`config.mk`:
```
export PLATFORM = sky130hd
export DESIGN_NAME = cpu_exit_monitor
export DESIGN_NICKNAME = d
export VERILOG_FILES = /design/src/rtl/cpu_mon_pkg.sv /design/src/rtl/store_lane_match.sv /design/src/rtl/cpu_exit_monitor.sv
export SDC_FILE = /design/constraint.sdc
export NUM_CORES = 1
export LEC_CHECK = 0
export CORE_ASPECT_RATIO = 0.7
export CORE_MARGIN = 2
export CORE_UTILIZATION = 43
export CTS_CLUSTER_SIZE = 30
export DETAILED_ROUTE_END_ITERATION = 8
export PLACE_DENSITY = 0.84
export SETUP_SLACK_MARGIN = 0.5
export SKIP_LAST_GASP = 1
export SLEW_MARGIN = 20
export SYNTH_ARGS = -nofsm -noshare
export SYNTH_HDL_FRONTEND = slang
export SYNTH_SLANG_ARGS = --single-unit
```
`constraint.sdc`:
```
create_clock -name clk -period 4.5 [get_ports clk]
set_clock_uncertainty 0.1 [all_clocks]
set_input_delay 0.9 -clock clk [delete_from_list [all_inputs] [get_ports clk]]
set_output_delay 0.9 -clock clk [all_outputs]
set_load 0.05 [all_outputs]
```
`src/rtl/cpu_mon_pkg.sv`:
```
// Shared types and data-memory map constants
// for the CPU exit monitor.
package cpu_mon_pkg;

  typedef enum logic [1:0] {
    IDLE,
    RUN,
    DONE,
    TIMEOUT
  } mon_state_t;

  localparam int unsigned EXIT_WORD_ADDR = 25;
  localparam logic [31:0] PASS_VALUE     = 32'd25;

  // Number of stores retired this cycle (0..2).
  function automatic logic [1:0] lane_inc(
    input logic a,
    input logic b
  );
    return {1'b0, a} + {1'b0, b};
  endfunction

endpackage

```
`src/rtl/store_lane_match.sv`:
```
// Flags a store lane writing the exit/status word.
// Byte offset within the word is ignored.
module store_lane_match #(
  parameter int unsigned EXIT_WORD_ADDR = cpu_mon_pkg::EXIT_WORD_ADDR
) (
  input  logic        we,
  input  logic [31:0] addr,
  output logic        hit
);

  logic unused_lsb;

  // Word stores only: the low address bits do not select a slot.
  assign unused_lsb = ^addr[1:0];

  // Exit slot match on the word index.
  assign hit = we && (addr[31:2] == 30'(EXIT_WORD_ADDR));

endmodule

```
`src/rtl/cpu_exit_monitor.sv`:
```
// Snoops both store lanes for the exit store,
// counts cycles/stores and runs a watchdog.
module cpu_exit_monitor #(
  parameter int unsigned EXIT_WORD_ADDR = cpu_mon_pkg::EXIT_WORD_ADDR,
  parameter logic [31:0] PASS_VALUE     = cpu_mon_pkg::PASS_VALUE,
  parameter int unsigned TIMEOUT_CYCLES = 100000,
  parameter int unsigned CNT_W          = 32
) (
  input  logic             clk,
  input  logic             reset,
  input  logic             st0_we,
  input  logic [31:0]      st0_addr,
  input  logic [31:0]      st0_wdata,
  input  logic             st1_we,
  input  logic [31:0]      st1_addr,
  input  logic [31:0]      st1_wdata,
  output logic             cpu_halt,
  output logic             done,
  output logic             pass,
  output logic             timeout,
  output logic [31:0]      exit_code,
  output logic [CNT_W-1:0] cycle_count,
  output logic [CNT_W-1:0] store_count
);

  import cpu_mon_pkg::*;

  localparam bit WD_EN = (TIMEOUT_CYCLES != 0);
  localparam logic [CNT_W-1:0] WD_LAST =
    WD_EN ? CNT_W'(TIMEOUT_CYCLES - 1) : '0;

  mon_state_t state_q;
  mon_state_t state_d;

  logic [CNT_W-1:0] cyc_d;
  logic [CNT_W-1:0] stc_d;
  logic [31:0]      code_d;

  logic             hit0;
  logic             hit1;
  logic [1:0]       inc;
  logic [CNT_W:0]   cyc_sum;
  logic [CNT_W:0]   stc_sum;
  logic             wd_fire;

  store_lane_match #(
    .EXIT_WORD_ADDR(EXIT_WORD_ADDR)
  ) u_lane0 (
    .we   (st0_we),
    .addr (st0_addr),
    .hit  (hit0)
  );

  store_lane_match #(
    .EXIT_WORD_ADDR(EXIT_WORD_ADDR)
  ) u_lane1 (
    .we   (st1_we),
    .addr (st1_addr),
    .hit  (hit1)
  );

  // Carry bit of the widened sums flags saturation.
  assign inc     = lane_inc(st0_we, st1_we);
  assign cyc_sum = {1'b0, cycle_count}
                 + {{CNT_W{1'b0}}, 1'b1};
  assign stc_sum = {1'b0, store_count}
                 + {{(CNT_W-1){1'b0}}, inc};
  assign wd_fire = WD_EN && (cycle_count == WD_LAST);

  // Next state, counters and exit code; exit beats watchdog.
  always_comb begin
    state_d = state_q;
    cyc_d   = cycle_count;
    stc_d   = store_count;
    code_d  = exit_code;
    unique case (state_q)
      IDLE: state_d = RUN;
      RUN: begin
        cyc_d = cyc_sum[CNT_W] ? '1 : cyc_sum[CNT_W-1:0];
        stc_d = stc_sum[CNT_W] ? '1 : stc_sum[CNT_W-1:0];
        priority case (1'b1)
          hit1: code_d = st1_wdata;
          hit0: code_d = st0_wdata;
          default: ;
        endcase
        if (hit0 || hit1)
          state_d = DONE;
        else if (wd_fire)
          state_d = TIMEOUT;
      end
      default: ;
    endcase
  end

  // State and datapath registers; reset overrides everything.
  always_ff @(posedge clk) begin
    if (reset) begin
      state_q     <= IDLE;
      cycle_count <= '0;
      store_count <= '0;
      exit_code   <= '0;
    end else begin
      state_q     <= state_d;
      cycle_count <= cyc_d;
      store_count <= stc_d;
      exit_code   <= code_d;
    end
  end

  assign done     = (state_q == DONE);
  assign timeout  = (state_q == TIMEOUT);
  assign cpu_halt = done || timeout;
  assign pass     = done && (exit_code == PASS_VALUE);

endmodule

```
* Yosys cells after proc, flatten, opt, wreduce, memory -nomap -nowiden *
Cells that the tools add are included.

cells by class
  $add $sub $neg = 3
  eq/ne operators = 8
  mux-type cells = 7
  reduce and logical (&&, ||, !) cells = 10

operators with widths
  kind                                                                      number
  32-bit 2-to-1 mux                                                         4
  30-bit by 5-bit equality test with 1-bit output (second input constant)   2
  32-bit by 1-bit adder with 33-bit output (second input constant)          1
  32-bit by 2-bit adder with 33-bit output                                  1
  32-bit by 17-bit equality test with 1-bit output (second input constant)  1
  32-bit by 5-bit equality test with 1-bit output (second input constant)   1
  2-bit equality test (second input constant)                               2
  2-bit 2-to-1 mux                                                          2
  2-bit one-hot mux with 2 select lines                                     1
  2-bit AND reduction                                                       2
  2-bit nonzero test                                                        2
  1-bit logical AND                                                         3
  3-bit inequality test (second input constant)                             1
  1-bit by 1-bit adder with 2-bit output                                    1
  2-bit by 1-bit equality test with 1-bit output (second input constant)    1
  2-bit logical NOT                                                         1
  1-bit logical OR                                                          2

storage, ports and cells
  flip-flop bits (word level) = 98
  bits of input ports = 132
  output and inout bits = 100
  word-level logic and storage cells = 32

* Logic depth before layout (Yosys ltp) *
Gate-level depths: netlist (run 1).

  word-level depth = 5
  mapped depth = 11
  depth with buffers taken out = 9

* Cells and area by module *
From an unflattened synthesis (run 1), not the netlist that was laid out.

second synthesis, totals
  cells, all modules = 565
  area, all modules = 4981.0 um^2

modules (own cells, without submodules)
  module            instances  cells each  area each (um^2)  sequential area each (um^2)
  cpu_exit_monitor  1          543         4778.3            1961.9
  store_lane_match  2          11          101.3             0.0

* Worst setup path before layout (run 1) *
OpenSTA, ideal clock, no wires.

  path type = reg2out
  start = register exit_code[0]
  end = output port pass
  arrival = 2.119 ns
  required time = 3.500 ns
  slack = 1.381 ns
  stages on the path, launching flop included = 4
  path buffers = 0
  cell sequence = dfxtp_1 > nor4b_1 > nand4_1 > nor3_1

on the way
  cells in the longest elaborated chain, start to end = 2

RTL lines
  element                                          line                     source
  start, declared                                  cpu_exit_monitor.sv:21   output logic [31:0] exit_code,
  start signal, assigned                           cpu_exit_monitor.sv:106  exit_code <= code_d;
  32-bit by 5-bit equality test with 1-bit output  cpu_exit_monitor.sv:113  assign pass = done && (exit_code == PASS_VALUE);
  1-bit logical AND                                cpu_exit_monitor.sv:113
  end, declared                                    cpu_exit_monitor.sv:19   output logic pass,

Every way passes these cells.

* Final worst setup path (run 1) *
  start = input port st0_we
  end = register store_count[10]

on the way
  cells in the longest elaborated chain, start to end = 3

RTL lines
  element                                   line                     source
  start, declared                           cpu_exit_monitor.sv:11   input logic st0_we,
  1-bit by 1-bit adder with 2-bit output    cpu_mon_pkg.sv:20        return {1'b0, a} + {1'b0, b};
  32-bit by 2-bit adder with 33-bit output  cpu_exit_monitor.sv:67   + {{(CNT_W-1){1'b0}}, inc};
  32-bit 2-to-1 mux                         cpu_exit_monitor.sv:80   stc_d = stc_sum[CNT_W] ? '1 : stc_sum[CNT_W-1:0];
  end signal, assigned                      cpu_exit_monitor.sv:105  store_count <= stc_d;
  end, declared                             cpu_exit_monitor.sv:23   output logic [CNT_W-1:0] store_count

Every way passes these cells.
A chain may end at the register's enable or synchronous reset.

==> metrics.log, run 1 <==
[metrics] first-pass GRT wire length: 23.7 mm
[metrics] total global routing track utilization: 25.1%
[metrics] RSZ-0062 raised after global routing: false
[metrics] Reg clk slew, reported paths: 70 ps
[metrics] initial core utilization: 43.6%
[metrics] die height: 92.1 µm
[metrics] row count: 32
[metrics] Worst Path Arrival: 3630 ps
[metrics] Synth cell types: 51
[metrics] CP Capture Type: register
[metrics] final WL: 15.5 mm
[metrics] reg-to-reg slack, setup: 1530 ps
[metrics] worst rel slew slack: 26.3%
[metrics] cells traversed along the worst timing path: clkdlybuf4s50_1, inv_1, fa_1, inv_1, ha_1, nand4b_2, nor2_2, buf_4, and3_1, nand2_2, a21oi_1
[metrics] xor/xnor cell area share of the yosys netlist: 8.08%
[metrics] netlist area before placement: 4770 µm²
[metrics] post-synthesis mux area share: 6.92%
[metrics] cell count after synthesis: 510
[metrics] antenna violations before repair: 0
[metrics] most instantiated flip-flop cell in the synthesis netlist: sky130_fd_sc_hd__dfxtp_1
[metrics] worst slack, placed: 694 ps
[metrics] worst setup margin: 1030 ps
[metrics] number of instances on the worst hold path: 1
[metrics] total via count after detailed routing: 4913
[metrics] Avg Vias per Cell: 5.56
[metrics] root cell of the clock tree: sky130_fd_sc_hd__clkbuf_16
[metrics] post-route setup TNS: 0 ps
[metrics] sinks on the clock net: 98
[metrics] length of the first detailed-routing pass in iterations: 5
[metrics] P per Cell Area: 248 nW/µm²
[metrics] number of buffer cells added on primary ports: 227
[metrics] max frequency: 288 MHz
[metrics] CTS tree: yes
[metrics] number of design rule violations left after detail routing: 0
[metrics] Peak VDD IR: 0.246 mV
[metrics] cell count of the worst reg-to-reg path: 4
[metrics] startpoint kind of the worst setup timing path: input pin
[metrics] class of the worst hold path: reg2reg
[metrics] Critical Path RT: 4660 ps
[metrics] post-synthesis sequential area ratio: 41.1%
[metrics] Routed WL per cell: 17.5 µm
[metrics] largest net degree at the start of global routing: 42
[metrics] total grt overflow: 0
[metrics] number of pins with negative max-slew slack in the final report: 0
[metrics] last weighted congestion value of the routability-driven placer: 0.866
[metrics] I/O pin cnt: 232
[metrics] combinational family with the most area after synthesis: simple AND/OR/NAND/NOR gates
[metrics] total routed wire length on the met1 layer: 6.52 mm
[metrics] slew at the pin closest to its max-slew limit: 1100 ps
[metrics] final worst path period share: 77.2%
[metrics] clock buffer depth: 2
[metrics] mean cell area of the mapped netlist: 9.35 µm²
[metrics] Synth Net Count: 645
[metrics] drt first-iter violations: 351
[metrics] final net count: 860
[metrics] max-capacitance violation count: 0
[metrics] CP max-delay cell: sky130_fd_sc_hd__clkdlybuf4s50_1
[metrics] antenna-violating nets left: 0
[metrics] count of flip-flops with a built-in enable after synthesis: 0
[metrics] number of register bits inferred by synthesis: 98
[metrics] Gates resized, CTS repair: 0
[metrics] cts bufs inserted: 9
[metrics] Lkg Pwr: 2.50 nW
[metrics] top layer used by detailed routing: met4
[metrics] reg2reg start: cycle_count[14]
[metrics] post-synthesis simple-gate area fraction: 24.0%
[metrics] share of cells above drive strength 1: 5.07%
[metrics] width of the die: 130 µm
[metrics] synthesis-to-layout area growth: 56.2%
[metrics] filler cell count: 825
[metrics] endpoints failing hold: 0
[metrics] Detailed Place HPWL: 12.0 mm
[metrics] Hold Crit Endpoint: exit_code[12]
[metrics] Clock H-tree levels: 3
[metrics] via count of the first global-routing pass: 4652
[metrics] number of setup violations in the final report: 0
[metrics] run status: finished, final reports clean
[metrics] critical path class: in2reg
[metrics] met2 wire len: 7.79 mm
[metrics] Synth warnings: 0
[metrics] Worst R2R End: cycle_count[0]
[metrics] Core Area: 10900 µm²
[metrics] Async S/R FF share, synth: 0%
[metrics] post-CTS setup buffer count: 0
[metrics] synthesized-area fraction occupied by ao, oa, aoi and oai cells: 15.2%
[metrics] clock insertion delay at the later pin of the skew report: 330 ps
[metrics] Final Critical Period: 3470 ps
[metrics] number of buffers added to fix hold violations after cts: 0
[metrics] startpoint of the most critical hold path: exit_code[12]
[metrics] DIE AREA: 12000 µm²
[metrics] share of synthesized cell area in full adder, half adder and majority cells: 0.944%
[metrics] most frequent CP cell: sky130_fd_sc_hd__inv_1
[metrics] Max Fanout on Critical Path: 25
[metrics] number of antenna repair diodes: 0
[metrics] worst stage delay on the critical path: 490 ps
[metrics] met3 routed wirelength: 768 µm
## cells in the final DEF (no fill, tap or decap), types with 11 or more instances in the layout
master,n
sky130_fd_sc_hd__a21oi_1,50
sky130_fd_sc_hd__and3_1,16
sky130_fd_sc_hd__clkdlybuf4s50_1,226
sky130_fd_sc_hd__dfxtp_1,98
sky130_fd_sc_hd__mux2i_1,33
sky130_fd_sc_hd__nand2_1,21
sky130_fd_sc_hd__nand3_1,20
sky130_fd_sc_hd__nand4_1,34
sky130_fd_sc_hd__nor2_1,20
sky130_fd_sc_hd__nor3_1,11
sky130_fd_sc_hd__nor4_1,19
sky130_fd_sc_hd__o2bb2ai_1,32
sky130_fd_sc_hd__xnor2_1,12
sky130_fd_sc_hd__xor2_1,32
## worst max-delay path by stage
stage,from,endpoint,slack (ps),depth (start not counted)
floorplan,exit_code[0],pass,1380,3
global placement,st0_we,store_count[29],780,11
detailed placement,st0_we,store_count[12],690,11
CTS,st0_we,store_count[12],1030,11
global route,st0_we,store_count[14],790,11
finish,st0_we,store_count[10],1030,11
## cells by family (layout without fill, tap and decap cells)
group                    after synthesis  after routing
multiplexers                          33             33
AO/OA/AOI/OAI                        108            108
buffers and inverters                 37            257
flip-flops                            98             98
AND/OR/NAND/NOR                      187            187
XOR/XNOR                              44             44
adder cells (fa/ha/maj)                3              3
## flip-flops by register name (all words and copies together) (netlist names)
name,cells
store_count,32
exit_code,32
state_q,2
cycle_count,32
## worst max-delay path, delay by kind of cell
kind | cells | cell delay (ps)
compound gates | 1 | 250
simple gates | 4 | 1020
fa+ha+maj | 2 | 670
buf+inv | 4 | 780
## Yosys cell counts, types with 2 or more instances
| master | n | share of area [%] |
|---|---|---|
| sky130_fd_sc_hd__buf_4 | 5 | 0.79 |
| sky130_fd_sc_hd__nand3b_1 | 3 | 0.47 |
| sky130_fd_sc_hd__clkbuf_1 | 16 | 1.3 |
| sky130_fd_sc_hd__nor2_1 | 20 | 1.6 |
| sky130_fd_sc_hd__nor4_1 | 19 | 2.5 |
| sky130_fd_sc_hd__xor2_1 | 32 | 5.9 |
| sky130_fd_sc_hd__nor2b_1 | 2 | 0.26 |
| sky130_fd_sc_hd__a311oi_1 | 6 | 1.1 |
| sky130_fd_sc_hd__a211oi_1 | 6 | 0.94 |
| sky130_fd_sc_hd__nor2_2 | 2 | 0.26 |
| sky130_fd_sc_hd__inv_1 | 7 | 0.55 |
| sky130_fd_sc_hd__nor4_2 | 4 | 1.0 |
| sky130_fd_sc_hd__a21oi_1 | 51 | 5.4 |
| sky130_fd_sc_hd__and2_1 | 7 | 0.92 |
| sky130_fd_sc_hd__nand3_1 | 20 | 2.1 |
| sky130_fd_sc_hd__a31oi_1 | 6 | 0.79 |
| sky130_fd_sc_hd__xnor2_1 | 12 | 2.2 |
| sky130_fd_sc_hd__dfxtp_1 | 98 | 41 |
| sky130_fd_sc_hd__nand2_1 | 21 | 1.7 |
| sky130_fd_sc_hd__nor4bb_1 | 3 | 0.63 |
| sky130_fd_sc_hd__o2bb2ai_1 | 32 | 5.9 |
| sky130_fd_sc_hd__nand4_1 | 34 | 4.5 |
| sky130_fd_sc_hd__nand3_2 | 2 | 0.42 |
| sky130_fd_sc_hd__buf_6 | 2 | 0.47 |
| sky130_fd_sc_hd__nor4b_1 | 6 | 1.1 |
| sky130_fd_sc_hd__and3_1 | 16 | 2.1 |
| sky130_fd_sc_hd__ha_1 | 2 | 0.52 |
| sky130_fd_sc_hd__nor3_1 | 11 | 1.2 |
| sky130_fd_sc_hd__mux2i_1 | 33 | 6.9 |
| sky130_fd_sc_hd__buf_2 | 6 | 0.63 |
| sky130_fd_sc_hd__and4_1 | 6 | 1.1 |
## cell type report
cell class | count | area (µm²) | share of cell area [%]
Multi-Input combinational cell | 375 | 2650 | 35.5
Clock buffer | 11 | 243 | 3.26
Timing Repair Buffer | 234 | 2320 | 31.1
Tap cell | 153 | 191 | 2.57
Inverter | 7 | 26.3 | 0.353
Clock inverter | 5 | 62.6 | 0.840
Sequential cell | 98 | 1960 | 26.3
## report_power, final
part           switching (mW)  leakage [nW]  total, mW  internal [mW]
clock                   0.333         0.142      0.783          0.450
sequential            0.00568         0.790      0.877          0.871
combinational          0.0657          1.57      0.185          0.120
total                   0.405          2.50       1.84           1.44
## per-layer routing
| layer | vias up | global-route usage, % |
|---|---|---|
| li1 | 2367 | - |
| met1 | 2346 | 32.4 |
| met3 | 26 | 5.37 |
| met4 | 0 | 7.89 |
| met5 | - | 0 |
| met2 | 174 | 41.9 |
## stage by stage
stage	total power [mW]	util [%]	std cells	area [µm²]	hold WS (ps)
floorplan	0.950	-	510	4770	406
global placement	1.08	65.3	867	7140	367
detailed placement	1.08	65.3	867	7140	373
CTS	1.86	68.1	883	7440	387
global route	1.90	68.2	883	7450	398
finish	1.84	68.2	883	7450	386
Note: power is estimated with default switching activity, not from simulation.
==> run 2: changes to the inputs <==
Settings changed: CORE_UTILIZATION 43 to 37, PLACE_DENSITY 0.84 to 0.77.
Clock period 4.5 ns to 3.1 ns, I/O delays scaled along.
==> run 2 against run 1 <==
Against the previous run:
- cell area is 3.3% higher
- die area rose by 16%
- non-clock buffer count up 16
- first-iteration DRC count shrank 25%
- hold slack better by 4.1 ps
- critical path depth is 7 lower
- sequential cell count unchanged
- largest cell class unchanged
- largest power group unchanged
==> metrics.log, run 2 (synthesis results as in run 1) <==
[metrics] die height: 99.0 µm
[metrics] reg2reg start: store_count[0]
[metrics] number of buffer cells added on primary ports: 227
[metrics] number of instances on the worst hold path: 1
[metrics] worst setup path startpoint: exit_code[24]
[metrics] number of pins with negative max-slew slack in the final report: 0
[metrics] slew at the pin closest to its max-slew limit: 798 ps
[metrics] final worst path period share: 81.1%
[metrics] top layer used by detailed routing: met4
[metrics] Reg clk slew, reported paths: 70 ps
[metrics] sinks on the clock net: 98
[metrics] final WL: 16.2 mm
[metrics] total via count after detailed routing: 4956
[metrics] synthesis-to-layout area growth: 61.3%
[metrics] Critical Path RT: 2380 ps
[metrics] number of setup violations in the final report: 0
[metrics] critical path class: reg2out
[metrics] Crit. path cell count: 4
[metrics] cell area after placement: 7280 µm²
[metrics] number of buffers added to fix hold violations after cts: 0
[metrics] root cell of the clock tree: sky130_fd_sc_hd__clkbuf_16
[metrics] DIE AREA: 13800 µm²
[metrics] cell count of the worst reg-to-reg path: 10
[metrics] share of cells above drive strength 1: 8.58%
[metrics] met2 wire len: 8.06 mm
[metrics] Peak VDD IR: 0.239 mV
[metrics] P per Cell Area: 361 nW/µm²
[metrics] total power consumption of the routed design: 2.77 mW
[metrics] total routed wire length on the met1 layer: 7.15 mm
[metrics] number of antenna repair diodes: 0
[metrics] startpoint of the most critical hold path: exit_code[28]
[metrics] Core Area: 12500 µm²
[metrics] clock buffer depth: 2
[metrics] initial core utilization: 38.1%
[metrics] cts bufs inserted: 9
[metrics] max frequency: 398 MHz
[metrics] largest net degree at the start of global routing: 37
[metrics] Worst Hold Margin: 390 ps
[metrics] endpoints failing hold: 0
[metrics] final net count: 876
[metrics] Worst Path Arrival: 1790 ps
[metrics] clock insertion delay at the later pin of the skew report: 340 ps
[metrics] length of the first detailed-routing pass in iterations: 4
[metrics] run status: finished, final reports clean
[metrics] via count of the first global-routing pass: 4640
[metrics] startpoint kind of the worst setup timing path: register
[metrics] cells traversed along the worst timing path: nor4b_1, nand4_1, nor3_2, buf_2
[metrics] top library cells by usage in the layout, fill and taps aside: sky130_fd_sc_hd__clkdlybuf4s50_1, sky130_fd_sc_hd__dfxtp_1, sky130_fd_sc_hd__a21oi_1
[metrics] total global routing track utilization: 22.3%
[metrics] RSZ-0062 raised after global routing: false
[metrics] width of the die: 140 µm
[metrics] share of the core filled with cells in the final layout: 61.5%
[metrics] CP Capture Type: primary output
[metrics] antenna violations before repair: 0
[metrics] row count: 34
[metrics] Critical path buffers and inverters: 1
[metrics] Routed WL per cell: 17.8 µm
[metrics] worst stage delay on the critical path: 380 ps
[metrics] Max Fanout on Critical Path: 3
[metrics] CTS tree: yes
[metrics] I/O pin cnt: 232
[metrics] Clock H-tree levels: 3
[metrics] registers with the most flip-flops: cycle_count (32), exit_code (32), store_count (32)
[metrics] most frequent standard cell in the layout excluding fill and tap cells: sky130_fd_sc_hd__clkdlybuf4s50_1
[metrics] CP max-delay cell: sky130_fd_sc_hd__nor4b_1
[metrics] Avg Vias per Cell: 5.46
[metrics] drt first-iter violations: 262
[metrics] worst rel slew slack: 46.7%
[metrics] Detailed Place HPWL: 12.2 mm
[metrics] number of design rule violations left after detail routing: 0
[metrics] total grt overflow: 0
[metrics] final std cell area, no fill: 7690 µm²
[metrics] Lkg Pwr: 2.65 nW
[metrics] class of the worst hold path: reg2reg
[metrics] antenna-violating nets left: 0
[metrics] Final Critical Period: 2510 ps
[metrics] first-pass GRT wire length: 25.0 mm
[metrics] max-capacitance violation count: 0
[metrics] cell type group with the largest total delay on the critical path: simple AND/OR/NAND/NOR gates
[metrics] met3 routed wirelength: 868 µm
[metrics] last weighted congestion value of the routability-driven placer: 0.897
-- run 2: power breakdown --
group | switching (mW) | internal (mW) | total (mW)
Combinational | 0.0962 | 0.178 | 0.274
Sequential | 0.00929 | 1.26 | 1.27
Clock | 0.496 | 0.731 | 1.23
Total | 0.601 | 2.17 | 2.77
-- run 2: path summary, 6_finish.rpt --
kind | to | slack [ps]
setup / recovery | pass | 590
hold / removal | exit_code[28] | 390
setup reg to reg | store_count[18] | 1030
hold reg to reg | exit_code[28] | 390
-- run 2: per-stage QoR --
stage	setup WS [ps]	setup TNS, ps	std cells
floorplan	513	0	510
global placement	24.4	0	888
detailed placement	-44.1	-112	888
CTS	475	0	908
global route	518	0	908
finish	586	0	908
-- run 2: worst reg2reg max path, stage by stage (launching register included) --
cell and delay [ps]:
sky130_fd_sc_hd__dfxtp_1 350, sky130_fd_sc_hd__inv_1 60, sky130_fd_sc_hd__fa_2 340, sky130_fd_sc_hd__inv_1 60, sky130_fd_sc_hd__ha_2 200, sky130_fd_sc_hd__nand4b_4 150, sky130_fd_sc_hd__nor3_2 150, sky130_fd_sc_hd__buf_4 160
sky130_fd_sc_hd__nand4_1 130, sky130_fd_sc_hd__xor2_1 180, sky130_fd_sc_hd__a21oi_1 80
-- run 2: layout make-up --
cell class	instances	area (µm²)
repair buffers	250	2480
clock buffers	10	239
multi-input cells	375	2690
clock inverters	6	88.8
inverters	7	26.3
flip-flops and latches	98	1960
well taps	162	203
fillers	1045	4810
-- run 2: timing repair --
item,CTS,global route
gates resized for setup,14,7
pin swaps,4,3
endpoints found under the hold margin,0,0
endpoints found under the setup margin,62,52
setup buffers,4,0
-- run 2: per-layer routing --
layer | global-route usage [%] | vias up
met5 | 0 | -
met4 | 3.85 | 0
met3 | 5.00 | 9
met2 | 38.7 | 158
met1 | 28.9 | 2387
li1 | - | 2402
==> run 3: changes to the inputs <==
Settings changed: CORE_UTILIZATION 37 to 41, PLACE_DENSITY 0.77 to 0.81.
Clock period 3.1 ns to 2.6 ns, I/O delays scaled along.
==> run 3 against run 2 <==
Against the previous run:
- worst setup slack got worse by 270 ps
- wire length rose by 23%
- hold slack improved by 4.7 ps
- cell area rose by 13%
- die area fell by 9.4%
- critical endpoint unchanged
- largest power group unchanged
- highest routed layer unchanged
==> metrics.log, run 3 (synthesis results as in run 1) <==
[metrics] Avg Vias per Cell: 5.98
[metrics] Worst Hold Margin: 395 ps
[metrics] clock buffer depth: 2
[metrics] Lkg Pwr: 3.58 nW
[metrics] Core Area: 11200 µm²
[metrics] Worst Path Arrival: 1660 ps
[metrics] most frequent standard cell in the layout excluding fill and tap cells: sky130_fd_sc_hd__dlygate4sd2_1
[metrics] number of pins with negative max-slew slack in the final report: 0
[metrics] number of antenna repair diodes: 0
[metrics] area taken by multi-input logic gates: 3340 µm²
[metrics] final WL: 19.9 mm
[metrics] synthesis-to-layout area growth: 81.6%
[metrics] worst slack, placed: -334 ps
[metrics] total grt overflow: 0
[metrics] worst setup margin: 321 ps
[metrics] Critical path buffers and inverters: 1
[metrics] number of setup violations in the final report: 0
[metrics] Reg clk slew, reported paths: 70 ps
[metrics] registers with the most flip-flops: cycle_count (32), exit_code (32), store_count (32)
[metrics] first-pass GRT wire length: 28.4 mm
[metrics] endpoints failing hold: 0
[metrics] reg-to-reg slack, setup: 480 ps
[metrics] Detailed Place HPWL: 12.3 mm
[metrics] startpoint kind of the worst setup timing path: register
[metrics] clock insertion delay at the later pin of the skew report: 360 ps
[metrics] width of the die: 133 µm
[metrics] DIE AREA: 12500 µm²
[metrics] P per Cell Area: 380 nW/µm²
[metrics] CP max-delay cell: sky130_fd_sc_hd__nor4_2
[metrics] CTS tree: yes
[metrics] Worst R2R End: store_count[18]
[metrics] top library cells by usage in the layout, fill and taps aside: sky130_fd_sc_hd__dlygate4sd2_1, sky130_fd_sc_hd__clkdlybuf4s50_1, sky130_fd_sc_hd__dfxtp_1
[metrics] critical path class: reg2out
[metrics] antenna violations before repair: 0
[metrics] combined flip-flop and latch cell area: 1980 µm²
[metrics] filler cell count: 680
[metrics] Peak VDD IR: 0.349 mV
[metrics] share of the core filled with cells in the final layout: 77.6%
[metrics] row count: 32
[metrics] cells traversed along the worst timing path: nor4_2, nand3_2, nor3_4, buf_12
[metrics] Worst setup endpoint: pass
[metrics] length of the first detailed-routing pass in iterations: 5
[metrics] cell type group with the largest total delay on the critical path: simple AND/OR/NAND/NOR gates
[metrics] root cell of the clock tree: sky130_fd_sc_hd__clkbuf_16
[metrics] Critical Path RT: 1980 ps
[metrics] sinks on the clock net: 98
[metrics] total via count after detailed routing: 5552
[metrics] Max Fanout on Critical Path: 3
[metrics] final std cell area, no fill: 8670 µm²
[metrics] largest net degree at the start of global routing: 42
[metrics] number of buffers added to fix hold violations after cts: 0
[metrics] drt first-iter violations: 376
[metrics] max-capacitance violation count: 0
[metrics] cell count of the worst reg-to-reg path: 10
[metrics] total power consumption of the routed design: 3.29 mW
[metrics] Routed WL per cell: 21.4 µm
[metrics] number of design rule violations left after detail routing: 0
[metrics] initial core utilization: 42.7%
[metrics] cts bufs inserted: 9
[metrics] reg2reg start: store_count[0]
[metrics] Clock H-tree levels: 3
[metrics] final net count: 907
[metrics] max frequency: 439 MHz
[metrics] via count of the first global-routing pass: 5423
[metrics] number of buffer cells added on primary ports: 227
[metrics] worst setup path startpoint: exit_code[16]
[metrics] die height: 94.3 µm
[metrics] total global routing track utilization: 29.1%
[metrics] share of cells above drive strength 1: 25.0%
[metrics] cell area after placement: 7420 µm²
[metrics] class of the worst hold path: reg2reg
[metrics] worst stage delay on the critical path: 370 ps
[metrics] antenna-violating nets left: 0
[metrics] worst rel slew slack: 61.3%
[metrics] CP Capture Type: primary output
[metrics] Final Critical Period: 2280 ps
[metrics] RSZ-0062 raised after global routing: true
[metrics] Crit. path cell count: 4
[metrics] final worst path period share: 87.7%
[metrics] I/O pin cnt: 232
[metrics] slew at the pin closest to its max-slew limit: 582 ps
[metrics] run status: finished, final reports clean
[metrics] last weighted congestion value of the routability-driven placer: 0.869
==> run 3: changes by cell type in the layout (fill, tap and decap cells not counted), sizes merged <==
cell	before	now
clkinvlp	2	1
nand2	22	25
buf	25	52
dlymetal6s2s	3	9
bufinv	2	1
clkdlybuf4s50	221	96
clkbuf	10	17
clkdlybuf4s15	0	5
dlygate4sd2	1	110
==> run 3: through the flow <==
step / TNS [ps] / cells
after CTS: 0 / 923
after detailed placement: -17160 / 885
final: 0 / 929
after floorplan: 0 / 510
after global placement: -14110 / 885
after global routing: 0 / 929
==> run 3: worst register-to-register path: cells and delay by family (launching register included) <==
family                     cells  cell delay (ps)
AOI/OAI and AO/OA              1              140
adders and majority gates      2              540
and+or+nand+nor                4              640
buffers and inverters          3              280
DFF                            1              350
==> run 3: layout make-up <==
class / instances / share of cell area (%)
tap: 153 / 2.21
inverter: 7 / 0.390
sequential: 98 / 22.8
multi-input combinational: 378 / 38.6
clock buffer: 11 / 2.80
timing repair buffer: 278 / 32.6
clock inverter: 4 / 0.592
==> run 3: timing repair <==
item	CTS	global route
pin swaps	32	25
buffers inserted	12	5
gates resized for setup	189	91
endpoints found under the setup margin	166	81
cloned	11	1
==> run 3: worst min path at each step <==
| stage | from | end | slack, ps | cells past startpoint |
|---|---|---|---|---|
| floorplan | state_q[0] | state_q[1] | 430 | 2 |
| global placement | exit_code[0] | exit_code[0] | 360 | 1 |
| detailed placement | exit_code[6] | exit_code[6] | 380 | 1 |
| CTS | exit_code[2] | exit_code[2] | 380 | 1 |
| global route | exit_code[2] | exit_code[2] | 400 | 1 |
| finish | exit_code[30] | exit_code[30] | 390 | 1 |
==> run 3: report_power, final <==
group | total (mW) | switching, mW | internal, mW
clock network | 1.38 | 0.607 | 0.770
registers | 1.52 | 0.0102 | 1.51
logic | 0.397 | 0.162 | 0.236
total | 3.29 | 0.779 | 2.51
==> run 3: routing by layer <==
metal | GRT usage [%] | share of wire [%] | vias up
li1 | - | - | 2477
met4 | 11.6 | 3.0 | 0
met3 | 5.77 | 6.3 | 48
met1 | 35.8 | 40 | 2726
met2 | 50.6 | 50 | 301
met5 | 0 | 0 | -
